==> src/rtl/flash_pkg.sv <==
// Shared flash opcodes and responder state encoding.
// The boot-loader initiator imports the same opcodes, so both ends stay in sync.
package flash_pkg;

    localparam logic [7:0] FLASH_CMD_READ = 8'h03;
    localparam logic [7:0] FLASH_CMD_RDID = 8'h9F;
    localparam logic [7:0] FLASH_CMD_RDSR = 8'h05;

    typedef enum logic [2:0] {
        S_IDLE,
        S_CMD,
        S_ADDR,
        S_FETCH,
        S_DATA_OUT,
        S_ID_OUT,
        S_ST_OUT,
        S_IGNORE
    } flash_state_t;

endpackage

==> src/rtl/spi_edge_sync.sv <==
// Optional synchronizer for the SPI pins followed by a previous-value register.
// Produces the single-cycle SCK-rise and CS-fall strobes used by the responder FSM.
module spi_edge_sync #(
    parameter int SYNC_STAGES = 0
) (
    input  logic sys_clk,
    input  logic sys_rst_n,
    input  logic flash_clk,
    input  logic flash_cs,
    input  logic flash_mosi,
    output logic sck_rise,
    output logic cs_fall,
    output logic cs_high,
    output logic mosi_s
);

    logic [2:0] pins_raw;
    logic [2:0] pins_s;
    logic       sck_prev;
    logic       cs_prev;

    assign pins_raw = {flash_clk, flash_cs, flash_mosi};

    generate
        if (SYNC_STAGES == 0) begin : g_direct
            assign pins_s = pins_raw;
        end else begin : g_sync
            logic [2:0] stg [SYNC_STAGES];
            always_ff @(posedge sys_clk) begin
                if (!sys_rst_n) begin
                    for (int i = 0; i < SYNC_STAGES; i++) stg[i] <= '0;
                end else begin
                    stg[0] <= pins_raw;
                    for (int i = 1; i < SYNC_STAGES; i++) stg[i] <= stg[i-1];
                end
            end
            assign pins_s = stg[SYNC_STAGES-1];
        end
    endgenerate

    // CS history clears to 0 so a CS still low after reset never looks like a new fall.
    always_ff @(posedge sys_clk) begin
        if (!sys_rst_n) begin
            sck_prev <= 1'b0;
            cs_prev  <= 1'b0;
        end else begin
            sck_prev <= pins_s[2];
            cs_prev  <= pins_s[1];
        end
    end

    assign sck_rise = pins_s[2] & ~sck_prev;
    assign cs_fall  = ~pins_s[1] & cs_prev;
    assign cs_high  = pins_s[1];
    assign mosi_s   = pins_s[0];

endmodule

==> src/rtl/spi_flash_responder.sv <==
// SPI mode-0 flash target: answers READ / RDID / RDSR, streams READ data from a sync byte memory.
//  state      | meaning
//  S_IDLE     | waiting for CS falling edge
//  S_CMD      | shifting in the 8-bit opcode
//  S_ADDR     | shifting in the 24-bit address
//  S_FETCH    | first byte read in flight
//  S_DATA_OUT | streaming bytes, prefetching the next one
//  S_ID_OUT   | shifting out JEDEC ID, then zeros
//  S_ST_OUT   | repeating the status byte
//  S_IGNORE   | unknown opcode, silent until CS high
module spi_flash_responder
    import flash_pkg::*;
#(
    parameter int          ADDR_WIDTH  = 24,
    parameter int          SYNC_STAGES = 0,
    parameter logic [23:0] JEDEC_ID    = 24'hEF4018,
    parameter logic [7:0]  STATUS_BYTE = 8'h00
) (
    input  logic                  sys_clk,
    input  logic                  sys_rst_n,
    input  logic                  flash_clk,
    input  logic                  flash_cs,
    input  logic                  flash_mosi,
    output logic                  flash_miso,
    output logic [ADDR_WIDTH-1:0] mem_addr,
    output logic                  mem_rd_en,
    input  logic [7:0]            mem_rd_data,
    output logic                  active
);

    flash_state_t state, state_nxt;
    logic         sck_rise, cs_fall, cs_high, mosi_s;
    logic [22:0]  shift_in;
    logic [4:0]   cmd_cnt;
    logic [2:0]   bit_cnt;
    logic [23:0]  out_sr;
    logic [7:0]   hold;
    logic         rd_pend;
    logic [7:0]   opcode;
    logic [23:0]  addr_full;

    spi_edge_sync #(.SYNC_STAGES(SYNC_STAGES)) u_edge (
        .sys_clk   (sys_clk),
        .sys_rst_n (sys_rst_n),
        .flash_clk (flash_clk),
        .flash_cs  (flash_cs),
        .flash_mosi(flash_mosi),
        .sck_rise  (sck_rise),
        .cs_fall   (cs_fall),
        .cs_high   (cs_high),
        .mosi_s    (mosi_s)
    );

    assign opcode     = {shift_in[6:0], mosi_s};
    assign addr_full  = {shift_in, mosi_s};
    assign flash_miso = out_sr[23];
    assign active     = (state != S_IDLE);

    always_comb begin
        state_nxt = state;
        if (cs_high) begin
            state_nxt = S_IDLE;
        end else begin
            case (state)
                S_IDLE:  if (cs_fall) state_nxt = S_CMD;
                S_CMD: begin
                    if (sck_rise && cmd_cnt == 5'd7) begin
                        case (opcode)
                            FLASH_CMD_READ: state_nxt = S_ADDR;
                            FLASH_CMD_RDID: state_nxt = S_ID_OUT;
                            FLASH_CMD_RDSR: state_nxt = S_ST_OUT;
                            default:        state_nxt = S_IGNORE;
                        endcase
                    end
                end
                S_ADDR:  if (sck_rise && cmd_cnt == 5'd31) state_nxt = S_FETCH;
                S_FETCH: if (rd_pend) state_nxt = S_DATA_OUT;
                default: state_nxt = state;
            endcase
        end
    end

    // Output bits occupy out_sr[23]; ID mode uses all 24 bits, byte modes use the top 8.
    always_ff @(posedge sys_clk) begin
        if (!sys_rst_n) begin
            state     <= S_IDLE;
            shift_in  <= '0;
            cmd_cnt   <= '0;
            bit_cnt   <= '0;
            out_sr    <= '0;
            hold      <= '0;
            rd_pend   <= 1'b0;
            mem_addr  <= '0;
            mem_rd_en <= 1'b0;
        end else begin
            state     <= state_nxt;
            mem_rd_en <= 1'b0;
            rd_pend   <= mem_rd_en;
            if (cs_high) begin
                out_sr <= '0;
            end else begin
                case (state)
                    S_IDLE: begin
                        if (cs_fall) begin
                            cmd_cnt <= '0;
                            bit_cnt <= '0;
                            out_sr  <= '0;
                        end
                    end
                    S_CMD: begin
                        if (sck_rise) begin
                            shift_in <= addr_full[22:0];
                            cmd_cnt  <= cmd_cnt + 5'd1;
                            if (cmd_cnt == 5'd7 && opcode == FLASH_CMD_RDID)
                                out_sr <= JEDEC_ID;
                            else if (cmd_cnt == 5'd7 && opcode == FLASH_CMD_RDSR)
                                out_sr <= {STATUS_BYTE, 16'h0000};
                        end
                    end
                    S_ADDR: begin
                        if (sck_rise) begin
                            shift_in <= addr_full[22:0];
                            cmd_cnt  <= cmd_cnt + 5'd1;
                            if (cmd_cnt == 5'd31) begin
                                mem_addr  <= ADDR_WIDTH'(addr_full);
                                mem_rd_en <= 1'b1;
                            end
                        end
                    end
                    S_FETCH: begin
                        if (rd_pend) begin
                            out_sr  <= {mem_rd_data, 16'h0000};
                            bit_cnt <= '0;
                        end
                    end
                    S_DATA_OUT: begin
                        if (rd_pend) hold <= mem_rd_data;
                        if (sck_rise) begin
                            bit_cnt <= bit_cnt + 3'd1;
                            if (bit_cnt == 3'd7)
                                out_sr <= {hold, 16'h0000};
                            else
                                out_sr <= {out_sr[22:0], 1'b0};
                            // bit 0 now on the wire: fetch the next byte while it is sampled
                            if (bit_cnt == 3'd6) begin
                                mem_addr  <= mem_addr + 1'b1;
                                mem_rd_en <= 1'b1;
                            end
                        end
                    end
                    S_ID_OUT: begin
                        if (sck_rise) out_sr <= {out_sr[22:0], 1'b0};
                    end
                    S_ST_OUT: begin
                        if (sck_rise) begin
                            bit_cnt <= bit_cnt + 3'd1;
                            if (bit_cnt == 3'd7)
                                out_sr <= {STATUS_BYTE, 16'h0000};
                            else
                                out_sr <= {out_sr[22:0], 1'b0};
                        end
                    end
                    default: out_sr <= '0;
                endcase
            end
        end
    end

endmodule

==> config.mk <==
export PLATFORM = sky130hd
export DESIGN_NAME = spi_flash_responder
export DESIGN_NICKNAME = d
export VERILOG_FILES = /design/src/rtl/flash_pkg.sv /design/src/rtl/spi_edge_sync.sv /design/src/rtl/spi_flash_responder.sv
export SDC_FILE = /design/constraint.sdc
export NUM_CORES = 1
export LEC_CHECK = 0
export CORE_MARGIN = 8
export CORE_UTILIZATION = 60
export CTS_BUF_LIST = sky130_fd_sc_hd__clkbuf_8
export CTS_CLUSTER_SIZE = 28
export DETAILED_ROUTE_END_ITERATION = 7
export HOLD_SLACK_MARGIN = 0.05
export PLACE_DENSITY = 0.82
export SETUP_SLACK_MARGIN = 0.05
export SYNTH_ARGS = -nofsm -noshare
export SYNTH_HDL_FRONTEND = slang
export SYNTH_SLANG_ARGS = --single-unit
==> constraint.sdc <==
create_clock -name sys_clk -period 4.1 [get_ports sys_clk]
set_input_delay 0.615 -clock sys_clk [delete_from_list [all_inputs] [get_ports sys_clk]]
set_output_delay 0.615 -clock sys_clk [all_outputs]
set_load 0.02 [all_outputs]
==> results of run 1 <==
-- cell type report --
type | count | area share [%]
clock buffer | 9 | 2.388
clock inverter | 7 | 1.206
inverter | 11 | 0.7961
multi-input combinational | 392 | 49.34
sequential | 91 | 35.13
tap | 102 | 2.461
timing repair buffer | 47 | 8.685
-- flip-flops by register name, indices dropped and copies added (netlist names) --
register	flops
out_sr	21
u_edge.sck_prev	1
shift_in	23
state	3
rd_pend	1
cmd_cnt	5
hold	8
mem_addr	24
u_edge.cs_prev	1
bit_cnt	3
mem_rd_en	1
-- report_power, final --
group          internal (mW)  switching, mW  total [mW]
sequential             0.887        0.00456       0.891
combinational         0.0333         0.0417      0.0749
clock                  0.276          0.313       0.589
total                   1.20          0.359        1.55
-- per-layer routing --
metal | vias to the layer above | track usage, % | wire, um
met5 | - | 0 | 0
met4 | 0 | 7.453 | 178
met2 | 138 | 35.68 | 5242
met1 | 1966 | 25.73 | 4661
li1 | 1973 | - | -
met3 | 20 | 4.351 | 631
-- worst min path at each step --
stage	startpoint	endpoint	slack, ps	depth (start not counted)
after floorplan	out_sr[10]$_SDFFE_PP0P_	out_sr[10]$_SDFFE_PP0P_	450	2
after global placement	out_sr[6]$_SDFFE_PP0P_	out_sr[6]$_SDFFE_PP0P_	450	2
after detailed placement	out_sr[6]$_SDFFE_PP0P_	out_sr[6]$_SDFFE_PP0P_	460	2
after CTS	out_sr[6]$_SDFFE_PP0P_	out_sr[6]$_SDFFE_PP0P_	470	2
after global routing	out_sr[7]$_SDFFE_PP0P_	out_sr[7]$_SDFFE_PP0P_	500	2
final	out_sr[6]$_SDFFE_PP0P_	out_sr[7]$_SDFFE_PP0P_	470	2
-- cell families after synthesis --
family | Yosys count
muxes | 38
AOI/OAI and AO/OA | 131
DFF | 91
and+or+nand+nor | 213
adders and majority gates | 7
xor gates and xnor gates | 3
buffers and inverters | 48
-- stage by stage --
step / utilization (%) / power, mW / std cells / worst slack [ps]
3_3_place_gp: 66.07 / 0.9848 / 643 / 1383
3_5_place_dp: 66.07 / 0.9864 / 643 / 1316
2_1_floorplan: - / 0.9617 / 531 / 2092
6_report: 68.54 / 1.555 / 659 / 1510
5_1_grt: 68.54 / 1.610 / 659 / 1211
4_1_cts: 68.54 / 1.565 / 659 / 1494
-- cells in the final DEF (no fill, tap or decap), types with 11 or more instances in the layout --
master / count
nor2_1: 39
mux2i_1: 37
nand2_1: 34
nand2b_1: 18
o21ai_0: 26
nand3_1: 23
inv_1: 14
a211oi_1: 11
clkdlybuf4s50_1: 39
nor2b_1: 39
a21oi_1: 35
dfxtp_1: 91
-- worst min-delay path, cell delays in order, from the launching register on --
cell     delay, ps
dfxtp_1        320
nand3_1         60
a21oi_1         60
==> run_results.csv, run 1 <==
group,metric,value,unit
synth,synth.most_common_cell,"dfxtp_1",
final_layout,fillerInstances,611,
sta,timing_worst_slew_pin_value,850.3,ps
worst_setup_path,regToRegSetupSlack,1510,ps
clock_tree,ctsRootBufferMaster,"clkbuf_8",
synth,netlist_top_cells_area,"dfxtp_1 (40%), mux2i_1 (8.1%), nor2b_1 (5.3%)",
final_layout,layout.nets,572,
sta,whs,468.5,ps
synth,synth_net_count,551,
place,portbufs,39,
synth,synth.lib_cells_used.distinct,59,
power_and_ir_drop,power-per-cell-area,299.8,nW/um2
synth,synth_fa_ha_area_share,1.915,%
synth,ys_seq_elements,91,
sta,post-route-period-util,63.18,%
floorplan,floorplan.initialDensity,60.43,%
global_route,vias_in_the_first_global_route,3808,
worst_setup_path,r2r_start,"cmd_cnt[0]$_SDFFE_PN0P_",
global_route,overall_global_routing_resource_usage,21.01,%
worst_hold_path,min-delay-path-class,"register to register",
synth,synth-simple-area-share,25.61,%
drt,drt_first_iter_violations,237,
worst_setup_path,worstRegToRegCells,8,
worst_setup_path,cell_count_along_the_critical_path,8,
floorplan,core,7567,um2
synth,synth_commonest_cells,"dfxtp_1 (91), nor2_1 (39), nor2b_1 (39)",
sta,relSlewSlack,43.20,%
worst_setup_path,worst_path_cell_trace,"ha_1 -> and3_1 -> ha_1 -> nand3b_1 -> a2111oi_2 -> buf_4 -> o211ai_1 -> a211oi_1",
global_route,grt_first_pass_wirelength,18.02,mm
synth,synth-main-ff-cell,"dfxtp_1",
clock_tree,cts.hold.buffers_added,0,
clock_tree,cts-buffers-inserted,9,
synth,postSynth.asyncResetShare,0,%
place,gp_congestion,0.8631,
sta,fin_worst_skew,11.60,ps
outcome,status,"completed",
synth,synth_largest_type_area_fraction,39.84,%
sta,finalHoldViolations,0,
sta,drv_slew,0,
sta,setup_viol_count_final,0,
worst_setup_path,cp.buffers_inverters,1,
power_and_ir_drop,power.ir.vdd_worst,0.1818,mV
synth,post-synth-top-area-cell,"dfxtp_1",
drt,dr.pass1.iters,5,
final_layout,final_layout_size_suffix_gt1_share,6.643,%
worst_setup_path,crit_path_end_kind,"register",
run,cap_violations,0,
clock_tree,cts_resized,0,
synth,synthMuxAreaShare,8.345,%
sta,rsz0062_at_grt,"false",
synth,post_synth_inst_count,531,
clock_tree,clk-insertion-delay-late,360,ps
drt,routed_via_density,6.217,
sta,timing.setup.tns,0,ps
place,placedInstanceArea,5000,um2
synth,combinational_family_with_the_most_area_after_synthesis,"simple AND/OR/NAND/NOR gates",
drt,detail-route-antenna-nets,0,
final_layout,stdcell_area,5186,um2
worst_setup_path,worstSetupEndpoint,"mem_addr[19]$_SDFFE_PN0P_",
final_layout,flow.area_growth_from_synthesis,13.41,%
worst_setup_path,required,4380,ps
synth,synth_edf_count,0,
worst_setup_path,cpLargestDelayFamily,"compound AO/OA/AOI/OAI gates",
drt,detail_route.drc_violations,0,
global_route,grt_max_degree,57,
synth,syn_warnings,0,
sta,max_freq,0.3860,GHz
worst_setup_path,critPathArrivalTime,2870,ps
clock_tree,cts_htree_levels,3,
power_and_ir_drop,p_leak,1.915,nW
final_layout,n_antenna_cell,0,
floorplan,ios,40,
worst_setup_path,worstSetupPathType,"register to register",
drt,wl_per_cell,16.26,um
clock_tree,cts.clk_slew.worst_paths,90,ps
drt,dr_total_vias,4097,
worst_setup_path,cp_slowest_cell,"a2111oi_2",
clock_tree,cts.sinks,91,
place,place.detailed.hpwl,7.279,mm
drt,drt_wl_total,10.71,mm
floorplan,die-height,103.3,um
global_route,antenna_found_initial,0,
sta,final_period_minus_worst_setup_slack,2590,ps
worst_setup_path,cpPeakStageDelay,790,ps
floorplan,core.rowCount,32,
synth,synthesized_area_fraction_occupied_by_ao_oa_aoi_and_oai_cells,19.37,%
synth,synthesis.area_per_instance,8.612,um2
worst_setup_path,path_max_fanout,12,
clock_tree,cts_setup_buffers,0,
floorplan,die_width,103.3,um
worst_setup_path,timing.rr.end,"mem_addr[19]$_SDFFE_PN0P_",
global_route,grt-ovfl-total,0,
worst_setup_path,worst_setup_path_startpoint,"cmd_cnt[0]$_SDFFE_PN0P_",
worst_setup_path,setup.worst_path.start_class,"register",
final_layout,area.sequential,1822,um2
synth,synthesized_area_fraction_occupied_by_xor_and_xnor_cells,0.5746,%
worst_setup_path,critical-path-top-cell-by-count,"ha_1",
synth,synth_sequential_area_ratio,39.84,%
clock_tree,number_of_buffers_on_the_longest_clock_path,2,
final_layout,multi_input_gate_area,2559,um2
synth,mappedNetlistArea,4573,um2
clock_tree,cts_tree,"built",
floorplan,die_area,10670,um2
Note: power is estimated with default switching activity, not from simulation.
==> run 2, diff against run 1 <==
- clock period: 4.1 -> 2.5 ns (I/O delays scaled with it)
==> run 2 against run 1 <==
Global-route usage increased by 1.4 points. Clock skew decreased by 1.8 ps. Worst hold slack about the same. Largest cell class unchanged. Critical path depth unchanged. Utilization increased by 1.6 points. Total power increased by 65%. Non-clock buffer count increased by 13. Sequential power increased by 64%. Cell count increased by 1.8%. Die area unchanged.
==> run_results.csv, run 2 (synthesized netlist as in run 1, its figures left out) <==
group,metric,value,unit
outcome,status,"completed",
clock_tree,cts_setup_buffers,0,
final_layout,final_common_cell,"dfxtp_1",
floorplan,die_area,10670,um2
run,cap_violations,0,
sta,finalHoldViolations,0,
clock_tree,cts.hold.buffers_added,0,
worst_setup_path,worstSetupPathType,"register to register",
final_layout,n_antenna_cell,0,
sta,fin_worst_skew,9.815,ps
place,portbufs,39,
drt,dr_total_vias,4069,
clock_tree,cts_htree_levels,3,
worst_setup_path,worst_path_cell_trace,"ha_1 -> and3_1 -> ha_1 -> nand3b_1 -> a2111o_2 -> or3_1 -> o211ai_1 -> a211oi_1",
clock_tree,cts_resized,0,
final_layout,flow.area_growth_from_synthesis,16.06,%
worst_setup_path,required,2740,ps
final_layout,highest_count_cells_in_the_layout_ignoring_fill_and_taps,"dfxtp_1 (91), nor2b_1 (39), nor2_1 (39), clkdlybuf4s50_1 (39), mux2i_1 (37)",
power_and_ir_drop,power-per-cell-area,482.3,nW/um2
place,place.detailed.hpwl,7.736,mm
final_layout,final_layout_size_suffix_gt1_share,8.963,%
clock_tree,number_of_buffers_on_the_longest_clock_path,2,
final_layout,layout.nets,585,
global_route,vias_in_the_first_global_route,4071,
worst_setup_path,cpPeakStageDelay,600,ps
drt,routed_via_density,6.064,
sta,postLayoutSetupSlackWorst,207.1,ps
drt,drt_first_iter_violations,229,
sta,relSlewSlack,52.91,%
floorplan,floorplan.initialDensity,60.43,%
power_and_ir_drop,p_leak,1.974,nW
worst_setup_path,setup.worst_path.start_class,"register",
final_layout,final_core_utilization,70.14,%
drt,dr.pass1.iters,5,
final_layout,largest_reg_flops,24,
final_layout,reg.largest.list,"mem_addr: 24 flops, shift_in: 23 flops, out_sr: 21 flops",
floorplan,core,7567,um2
sta,post-route-period-util,91.71,%
power_and_ir_drop,power.ir.vdd_worst,0.3556,mV
sta,timing.setup.tns,0,ps
sta,setup_viol_count_final,0,
final_layout,final-instance-count-excl-fill,671,
clock_tree,clk-insertion-delay-late,360,ps
floorplan,die-height,103.3,um
floorplan,die_width,103.3,um
final_layout,largest-register,"mem_addr",
drt,detail_route.drc_violations,0,
global_route,grt-ovfl-total,0,
clock_tree,cts.clk_slew.worst_paths,90,ps
place,gp_congestion,0.9102,
sta,timing_worst_slew_pin_value,700.5,ps
worst_setup_path,cpLargestDelayFamily,"compound AO/OA/AOI/OAI gates",
worst_hold_path,min-delay-path-class,"register to register",
place,placedCellCount,656,
drt,drt_wl_total,11.20,mm
worst_setup_path,crit_path_end_kind,"register",
clock_tree,ctsRootBufferMaster,"clkbuf_8",
clock_tree,cts.sinks,91,
floorplan,ios,40,
global_route,antenna_found_initial,0,
worst_setup_path,critPathArrivalTime,2530,ps
sta,rsz0062_at_grt,"false",
sta,final_period_minus_worst_setup_slack,2293,ps
place,placement.setup.worst_slack,137.1,ps
drt,detail-route-antenna-nets,0,
global_route,overall_global_routing_resource_usage,22.39,%
floorplan,core.rowCount,32,
worst_setup_path,cp.buffers_inverters,0,
worst_setup_path,path_max_fanout,14,
drt,wl_per_cell,16.69,um
clock_tree,cts_tree,"built",
worst_setup_path,critical-path-top-cell-by-count,"ha_1",
sta,max_freq,0.4361,GHz
worst_setup_path,cp_slowest_cell,"a2111o_2",
global_route,grt_max_degree,57,
clock_tree,cts-buffers-inserted,9,
sta,drv_slew,0,
global_route,grt_first_pass_wirelength,18.95,mm
[run 2: cell types whose count changed in the layout (fill, tap and decap cells not counted), sizes merged]
cell / delta
clkinvlp: +2
inv: -1
clkinv: -2
buf: +13
[run 2: metal layers]
| layer | vias up | GRT usage (%) | share of wire, % |
|---|---|---|---|
| li1 | 2002 | - | - |
| met1 | 1931 | 26.96 | 43 |
| met2 | 119 | 38.46 | 50 |
| met3 | 17 | 4.351 | 5.8 |
| met4 | 0 | 8.676 | 1.3 |
| met5 | - | 0 | 0 |
[run 2: final cells by class]
class                      count  area (um2)
multi-input combinational    392        2560
fill                         607        2260
sequential                    91        1822
timing repair buffer          60       573.1
tap                          102       127.6
clock buffer                   9       123.9
clock inverter                 6       60.06
inverter                      11       41.29
[run 2: metrics by stage]
step                      hold slack [ps]  power [mW]  cell area, um2
final                               468.6       2.560            5308
after global routing                490.5       2.651            5308
after CTS                           476.2       2.574            5306
after detailed placement            460.2       1.628            5122
after global placement              454.4       1.624            5122
after floorplan                     445.4       1.577            4573
[run 2: report_power, final]
group          switching, mW  internal, mW
combinational         0.0719        0.0614
clock                  0.516         0.449
sequential           0.00728          1.45
[run 2: path summary, 6_finish.rpt]
check / startpoint / to / slack (ps) / cells past startpoint
hold reg to reg: out_sr[7]$_SDFFE_PP0P_ / out_sr[8]$_SDFFE_PP0P_ / 470 / 2
setup / recovery: cmd_cnt[0]$_SDFFE_PN0P_ / mem_addr[21]$_SDFFE_PN0P_ / 210 / 8
setup reg to reg: cmd_cnt[0]$_SDFFE_PN0P_ / mem_addr[21]$_SDFFE_PN0P_ / 210 / 8
hold / removal: out_sr[7]$_SDFFE_PP0P_ / out_sr[8]$_SDFFE_PP0P_ / 470 / 2
[run 2: tightest hold or removal path, stage by stage (launching register included)]
cell,delay (ps)
dfxtp_1,320
nand3_1,60
a21oi_1,60
